**src/rtl/gpio_tx_arbiter.sv**
```systemverilog
// rtl/gpio_tx_arbiter.sv - two-requester round-robin serialiser onto a slow gpio link
// Optional feature: define GPIO_PARITY_EN to append an odd-parity cell to every frame.
module gpio_tx_arbiter #(
  parameter int HALF_PERIOD = 5000,
  parameter int DATA_W      = 8
) (
  input  logic              FPGA_clock,
  input  logic              reset,
  input  logic              req_a,
  input  logic              req_b,
  input  logic [DATA_W-1:0] data_a,
  input  logic [DATA_W-1:0] data_b,
  output logic              gnt_a,
  output logic              gnt_b,
  output logic              gpio_clock,
  output logic              gpio_data,
  output logic              gpio_frame,
  output logic              busy
);

`ifdef GPIO_PARITY_EN
  localparam int PAR_W = 1;
`else
  localparam int PAR_W = 0;
`endif
  localparam int FRAME_W = DATA_W + PAR_W;
  localparam int CNT_W   = (HALF_PERIOD > 2) ? $clog2(HALF_PERIOD) : 1;
  localparam int BC_W    = $clog2(FRAME_W + 1);

  typedef enum logic [1:0] {
    IDLE  = 2'd0,
    SHIFT = 2'd1,
    GAP   = 2'd2
  } state_t;

  state_t             state_q, state_d;
  logic [CNT_W-1:0]   cnt_q, cnt_d;
  logic               clk_q, clk_d;
  logic [FRAME_W-1:0] shreg_q, shreg_d;
  logic [BC_W-1:0]    bits_left_q, bits_left_d;
  logic               data_q, data_d;
  logic               frame_q, frame_d;
  logic               gnt_a_q, gnt_a_d;
  logic               gnt_b_q, gnt_b_d;
  logic               busy_q, busy_d;
  logic               last_b_q, last_b_d;

  logic               half_end;
  logic               fall_evt;
  logic               pick_b;
  logic [DATA_W-1:0]  win_data;
  logic [FRAME_W-1:0] frame_word;

  assign half_end = (cnt_q == CNT_W'(HALF_PERIOD - 1));
  assign fall_evt = half_end && clk_q;

  // B wins when it is the only requester, or on a tie when A was served last
  assign pick_b   = req_b && (!req_a || !last_b_q);
  assign win_data = pick_b ? data_b : data_a;

`ifdef GPIO_PARITY_EN
  // odd parity: the appended cell makes the total count of ones odd
  assign frame_word = {win_data, ~^win_data};
`else
  assign frame_word = win_data;
`endif

  // next-state logic: link clock divider, arbitration and serialisation, all paced by fall events
  always_comb begin
    state_d     = state_q;
    cnt_d       = cnt_q + CNT_W'(1);
    clk_d       = clk_q;
    shreg_d     = shreg_q;
    bits_left_d = bits_left_q;
    data_d      = data_q;
    frame_d     = frame_q;
    gnt_a_d     = 1'b0;
    gnt_b_d     = 1'b0;
    last_b_d    = last_b_q;

    if (half_end) begin
      cnt_d = '0;
      clk_d = ~clk_q;
    end

    if (fall_evt) begin
      case (state_q)
        IDLE: begin
          if (req_a || req_b) begin
            state_d     = SHIFT;
            gnt_a_d     = !pick_b;
            gnt_b_d     = pick_b;
            last_b_d    = pick_b;
            data_d      = frame_word[FRAME_W-1];
            shreg_d     = frame_word << 1;
            bits_left_d = BC_W'(FRAME_W - 1);
            frame_d     = 1'b1;
          end
        end
        SHIFT: begin
          if (bits_left_q == '0) begin
            state_d = GAP;
            frame_d = 1'b0;
            data_d  = 1'b0;
          end else begin
            data_d      = shreg_q[FRAME_W-1];
            shreg_d     = shreg_q << 1;
            bits_left_d = bits_left_q - BC_W'(1);
          end
        end
        GAP: begin
          state_d = IDLE;
        end
        default: begin
          state_d = IDLE;
          frame_d = 1'b0;
          data_d  = 1'b0;
        end
      endcase
    end

    busy_d = (state_d != IDLE);
  end

  // state and registered outputs; reset aborts any frame in flight
  always_ff @(posedge FPGA_clock) begin
    if (reset) begin
      state_q     <= IDLE;
      cnt_q       <= '0;
      clk_q       <= 1'b0;
      shreg_q     <= '0;
      bits_left_q <= '0;
      data_q      <= 1'b0;
      frame_q     <= 1'b0;
      gnt_a_q     <= 1'b0;
      gnt_b_q     <= 1'b0;
      busy_q      <= 1'b0;
      last_b_q    <= 1'b1;
    end else begin
      state_q     <= state_d;
      cnt_q       <= cnt_d;
      clk_q       <= clk_d;
      shreg_q     <= shreg_d;
      bits_left_q <= bits_left_d;
      data_q      <= data_d;
      frame_q     <= frame_d;
      gnt_a_q     <= gnt_a_d;
      gnt_b_q     <= gnt_b_d;
      busy_q      <= busy_d;
      last_b_q    <= last_b_d;
    end
  end

  assign gnt_a      = gnt_a_q;
  assign gnt_b      = gnt_b_q;
  assign gpio_clock = clk_q;
  assign gpio_data  = data_q;
  assign gpio_frame = frame_q;
  assign busy       = busy_q;

endmodule
```
**config.mk**
```make
export PLATFORM = sky130hd
export DESIGN_NAME = gpio_tx_arbiter
export DESIGN_NICKNAME = d
export VERILOG_FILES = /design/src/rtl/gpio_tx_arbiter.sv
export SDC_FILE = /design/constraint.sdc
export NUM_CORES = 1
export LEC_CHECK = 0
export CORE_MARGIN = 5
export CORE_UTILIZATION = 53
export CTS_CLUSTER_DIAMETER = 50
export DETAILED_ROUTE_END_ITERATION = 8
export DONT_BUFFER_PORTS = 1
export PLACE_DENSITY = 0.67
export SYNTH_ARGS = -nofsm -noshare
export SYNTH_HDL_FRONTEND = slang
export SYNTH_SLANG_ARGS = --single-unit
```
**constraint.sdc**
```tcl
create_clock -name FPGA_clock -period 2.4 [get_ports FPGA_clock]
set_input_delay 0.12 -clock FPGA_clock [delete_from_list [all_inputs] [get_ports FPGA_clock]]
set_output_delay 0.12 -clock FPGA_clock [all_outputs]
set_load 0.05 [all_outputs]
```
==> results.toml, run 1 <==
[yosys]
synth_enable_flop_cells = 0
synth-seq-area-share_pct = 38.29
syn_area_per_cell_sq_um = 8.894
synth_nets = 216
async_flop_share_pct = 0
yosys_warnings = 0
synthDistinctLibCells = 42
ys.flop_type = "dfxtp_1"
synthCells = 194
synth_area_sq_um = 1725
ys_seq_elements = 33

[power_and_ir_drop]
total_power_mw = 0.8889
ir_worst_vdd_mv = 0.3420
powerDensity_nw_per_um2 = 498.2
power_leakage_nw = 0.6298

[detailed_routing]
drc_errors = 0
routed_wl_um = 3375
drt_pass1_iterations = 4
vias = 1376
viasPerCell = 5.686
routedWlPerCell_um = 13.95
drtIter0Drc = 55
ant_nets = 0

[global_routing]
grt_pass1_wl_um = 5692
grt.total_usage_pct = 17.04
antenna_found_initial = 0
grt_max_degree = 21
grt_overflow = 0
first_global_vias = 1256

[sta]
tns_ps = 0
slew_headroom_pct = 50.63
setup_viol = 0
fin_skew_ps = 4.530
rsz0062_at_grt = "no"
timing.hold.ws_ps = 92.59
fmaxAchievable_mhz = 472.7
slew_viol_final = 0
min_period_ps = 2116
min_period_over_period_pct = 88.15
worst_slack_ps = 284.4
hold_viol = 0
tightest_slew_ps = 738.1

[finish]
final_cells = 242
nets = 219
final_layout_size_suffix_gt1_share_pct = 10.10
antenna_cells = 0
fin_area_sq_um = 1784
syn2layout_area_growth_pct = 3.408
final_util_pct = 57.97
layout_common_cells = "33 x dfxtp_1, 28 x nor2_1, 13 x a21oi_1"
final_common_cell = "dfxtp_1"

[floorplan]
start_util_pct = 56.06
die_width_um = 67.06
coreArea_sq_um = 3078
die-area_sq_um = 4496
rows = 20
die_h_um = 67.06
pin_count = 26

[setup_path]
cp_top_family = "simple AND/OR/NAND/NOR gates"
worstReg2RegEnd = "shreg_q[6]"
ff2ff_path_depth = 4
crit_arrival_ps = 2370
start_kind = "flip-flop"
max_stage_delay_ps = 600
path_max_fanout = 16
reg2reg_from = "cnt_q[4]"
crit_type = "flip-flop to flip-flop"
worst-r2r-setup-slack_ps = 280
cpMaxStageDelayCell = "or4b_4"
end_kind = "flip-flop"
crit_chain = "or4_4 > or4b_4 > a2111o_1 > a21oi_1"
crit_buf_inv = 0
worstPathRequired_ps = 2650

[place]
gp_congestion = 0.8912
dpl.hpwl_um = 2399
io_buffers = 0
dp_slack_ps = 141.4
dpl_cell_area_sq_um = 1702
placed_cells = 231

[clock_tree]
clock_path_buffers = 2
tritoncts = "done"
clock-sinks = 33
numCtsBuffers = 5
clk_pin_slew_ps = 90
root_buffer = "clkbuf_4"
cts-htree-levels = 2
cts_setup_buffers = 0
insertion_delay_ps = 330

[run_status]
status = "finished clean"

[flow_run]
drv_cap = 0

[min_path]
hold_path_end = "gnt_a"
min-delay-start = "req_b"
min_path_cells = 4
hold_class = "input pin to flip-flop"
==> Yosys cell counts (2+ instances only) <==
cell type | n | area share (%)
nor3_1 | 4 | 1.2
nand3_1 | 5 | 1.5
nand2b_1 | 3 | 1.1
xnor2_1 | 3 | 1.5
inv_1 | 3 | 0.65
and2_1 | 2 | 0.73
mux2_2 | 2 | 1.3
nand2_1 | 10 | 2.2
clkbuf_1 | 5 | 1.1
clkbuf_8 | 4 | 3.2
o21ai_0 | 9 | 2.6
nor2b_1 | 2 | 0.73
buf_6 | 3 | 2.0
nand4_1 | 7 | 2.5
a2111o_1 | 6 | 3.9
o31ai_1 | 2 | 0.87
nor3b_1 | 4 | 1.7
mux2i_1 | 7 | 4.1
a21oi_1 | 13 | 3.8
nor4_1 | 8 | 2.9
nor2_1 | 28 | 6.1
xor2_1 | 9 | 4.6
dfxtp_1 | 33 | 38
and3_1 | 3 | 1.1
ha_1 | 2 | 1.5
==> area by class of cell <==
cell class	instances	area [sq um]
fillers	279	1294
clock buffers	8	48.80
multi-input cells	144	925.9
repair buffers	10	82.58
inverters	3	11.26
well taps	44	55.05
flip-flops and latches	33	660.6
==> state kept, by name, summed over array words and instances, names as in the netlist <==
signal	count
bits_left_q	4
state_q	2
gnt_b	1
gnt_a	1
last_b_q	1
gpio_frame	1
busy	1
gpio_data	1
cnt_q	13
gpio_clock	1
shreg_q	7
==> metal layers <==
| layer | vias to the layer above | track usage, % | wire, um |
|---|---|---|---|
| met4 | 0 | 6.835 | 59 |
| met1 | 638 | 20.16 | 1488 |
| met3 | 6 | 6.071 | 158 |
| li1 | 707 | - | - |
| met2 | 25 | 27.73 | 1668 |
| met5 | - | 0 | 0 |
==> cell families after synthesis <==
| group | count (synthesis) | share of synthesized area, % |
|---|---|---|
| compound gates | 35 | 13.49 |
| xor+xnor | 12 | 6.092 |
| fa+ha+maj | 2 | 1.450 |
| buf+inv | 17 | 8.266 |
| flops | 33 | 38.29 |
| mux | 9 | 5.366 |
| simple gates | 86 | 27.05 |
==> how the worst max path moves through the flow <==
stage                              start  cells after the start  slack, ps             end
after floorplan                 cnt_q[4]                      6        370  bits_left_q[2]
after global placement          cnt_q[4]                      4        210      shreg_q[7]
after detailed placement        cnt_q[4]                      4        140      shreg_q[6]
after CTS                       cnt_q[6]                      4        120      shreg_q[6]
after global routing      bits_left_q[0]                      6        120      shreg_q[4]
final                           cnt_q[4]                      4        280      shreg_q[6]
==> worst register-to-register path, stage by stage (launching register included) <==
cell	delay (ps)
dfxtp_1	360
or4_4	560
or4b_4	600
a2111o_1	380
a21oi_1	140
==> repair_timing <==
item,4_1_cts,5_1_grt
endpoints found under the hold margin,21,0
endpoints found under the setup margin,0,1
hold buffers,3,0
resized for setup,0,1
==> report_power, final <==
part           switching [mW]  internal [mW]
Clock                   0.175          0.117
Sequential            0.00286          0.551
Combinational          0.0228         0.0207
Total                   0.200          0.689
(Power assumes the default switching activity.)
==> run 2, diff against run 1 <==
Settings changed: CELL_PAD_IN_SITES_DETAIL_PLACEMENT set to 1, CELL_PAD_IN_SITES_GLOBAL_PLACEMENT set to 1, CORE_UTILIZATION 53 to 47, PLACE_DENSITY 0.67 to 0.77.
==> run 2 against run 1 <==
Worst setup slack lost 54 ps. Die area grew 11%. Fmax shrank 2.5%. Critical endpoint is now gpio_frame.
==> results.toml, run 2 (synthesis results as in run 1) <==
[global_routing]
first_global_vias = 1573
antenna_found_initial = 0
grt_pass1_wl_um = 7327
grt.total_usage_pct = 18.64
grt_overflow = 0
grt_max_degree = 18

[setup_path]
path_max_fanout = 5
worstPathRequired_ps = 2560
crit_arrival_ps = 2330
crit_type = "flip-flop to flip-flop"
start_kind = "flip-flop"
end_kind = "flip-flop"

[clock_tree]
clock-sinks = 33
root_buffer = "clkbuf_8"
numCtsBuffers = 5
tritoncts = "done"
clk_pin_slew_ps = 70
insertion_delay_ps = 280
clock_path_buffers = 2
cts-htree-levels = 2

[sta]
min_period_ps = 2170
fmaxAchievable_mhz = 460.9
min_period_over_period_pct = 90.41
tightest_slew_ps = 704.2
hold_viol = 0
fin_skew_ps = 7.772
tns_ps = 0
slew_viol_final = 0
rsz0062_at_grt = "no"
setup_viol = 0
timing.hold.ws_ps = 11.74
worst_slack_ps = 230.2
slew_headroom_pct = 52.62

[floorplan]
die-area_sq_um = 4983
die_h_um = 70.59
pin_count = 26
coreArea_sq_um = 3606
die_width_um = 70.59
rows = 22
start_util_pct = 47.85

[finish]
antenna_cells = 0
syn2layout_area_growth_pct = 5.729
final_common_cell = "dfxtp_1"
multi_input_area_sq_um = 925.9
largest_register_ff_count = 13
regMostFlops = "cnt_q"
seqCellArea_sq_um = 660.6
nets = 219
largestRegisters = "cnt_q: 13 flops, shreg_q: 7 flops, bits_left_q: 4 flops"
final_layout_size_suffix_gt1_share_pct = 11.17
fill_cells = 433
layout_common_cells = "33 x dfxtp_1, 28 x nor2_1, 13 x a21oi_1"

[place]
gp_congestion = 0.7268
dpl.hpwl_um = 3073
dp_slack_ps = 134.2
io_buffers = 0

[detailed_routing]
routed_wl_um = 4257
ant_nets = 0
drt_pass1_iterations = 4
vias = 1448
routedWlPerCell_um = 17.38
viasPerCell = 5.910
drtIter0Drc = 101
drc_errors = 0

[power_and_ir_drop]
ir_worst_vdd_mv = 0.2972
power_leakage_nw = 0.6483
powerDensity_nw_per_um2 = 556.3

[flow_run]
drv_cap = 0

[run_status]
status = "finished clean"

[min_path]
hold_class = "input pin to flip-flop"
-- run 2: cell count changes in the layout (fill, tap and decap cells not counted), sizes merged --
| cell | delta |
|---|---|
| dlygate4sd3 | -1 |
| buf | +1 |
| clkbuf | -1 |
-- run 2: layout make-up --
type | count | share of cell area [%]
Inverter | 3 | 0.6173
Timing Repair Buffer | 10 | 4.390
Tap cell | 48 | 3.292
Clock buffer | 7 | 4.733
Multi-Input combinational cell | 144 | 50.75
Sequential cell | 33 | 36.21
-- run 2: worst paths after layout --
check	depth (start not counted)	start	slack, ps	endpoint
max	4	cnt_q[4]	230	gpio_frame
min	2	reset	10	busy
max reg2reg	4	cnt_q[4]	230	gpio_frame
min reg2reg	1	cnt_q[0]	440	cnt_q[0]
-- run 2: metrics by stage --
stage | utilization, % | area [sq um] | power [mW] | cells
2_1_floorplan | - | 1725 | 0.6026 | 194
3_3_place_gp | 47.54 | 1714 | 0.6014 | 236
3_5_place_dp | 47.54 | 1714 | 0.6043 | 236
4_1_cts | 50.49 | 1821 | 1.032 | 245
5_1_grt | 50.59 | 1824 | 1.065 | 245
6_report | 50.59 | 1824 | 1.015 | 245
-- run 2: timing repair --
item	in CTS	in global routing
resized for setup	0	1
buffers inserted	0	0
hold endpoints to repair	18	0
hold buffers	2	0
setup endpoints to repair	0	1
-- run 2: critical path: stages, from the launching register on --
cell     delay, ps
dfxtp_1        350
or4_4          570
or4_2          700
nor4_1         320
o21ai_0        120
-- run 2: metal layers --
| metal | wire length [um] | GRT usage [%] |
|---|---|---|
| met5 | 0 | 0 |
| met4 | 61 | 8.351 |
| met3 | 140 | 5.540 |
| met2 | 2248 | 32.22 |
| met1 | 1807 | 21.20 |
-- run 2: power by group --
group,internal [mW],total [mW],switching (mW)
clock,0.227,0.417,0.189
sequential,0.552,0.555,0.00293
combinational,0.0197,0.0435,0.0238
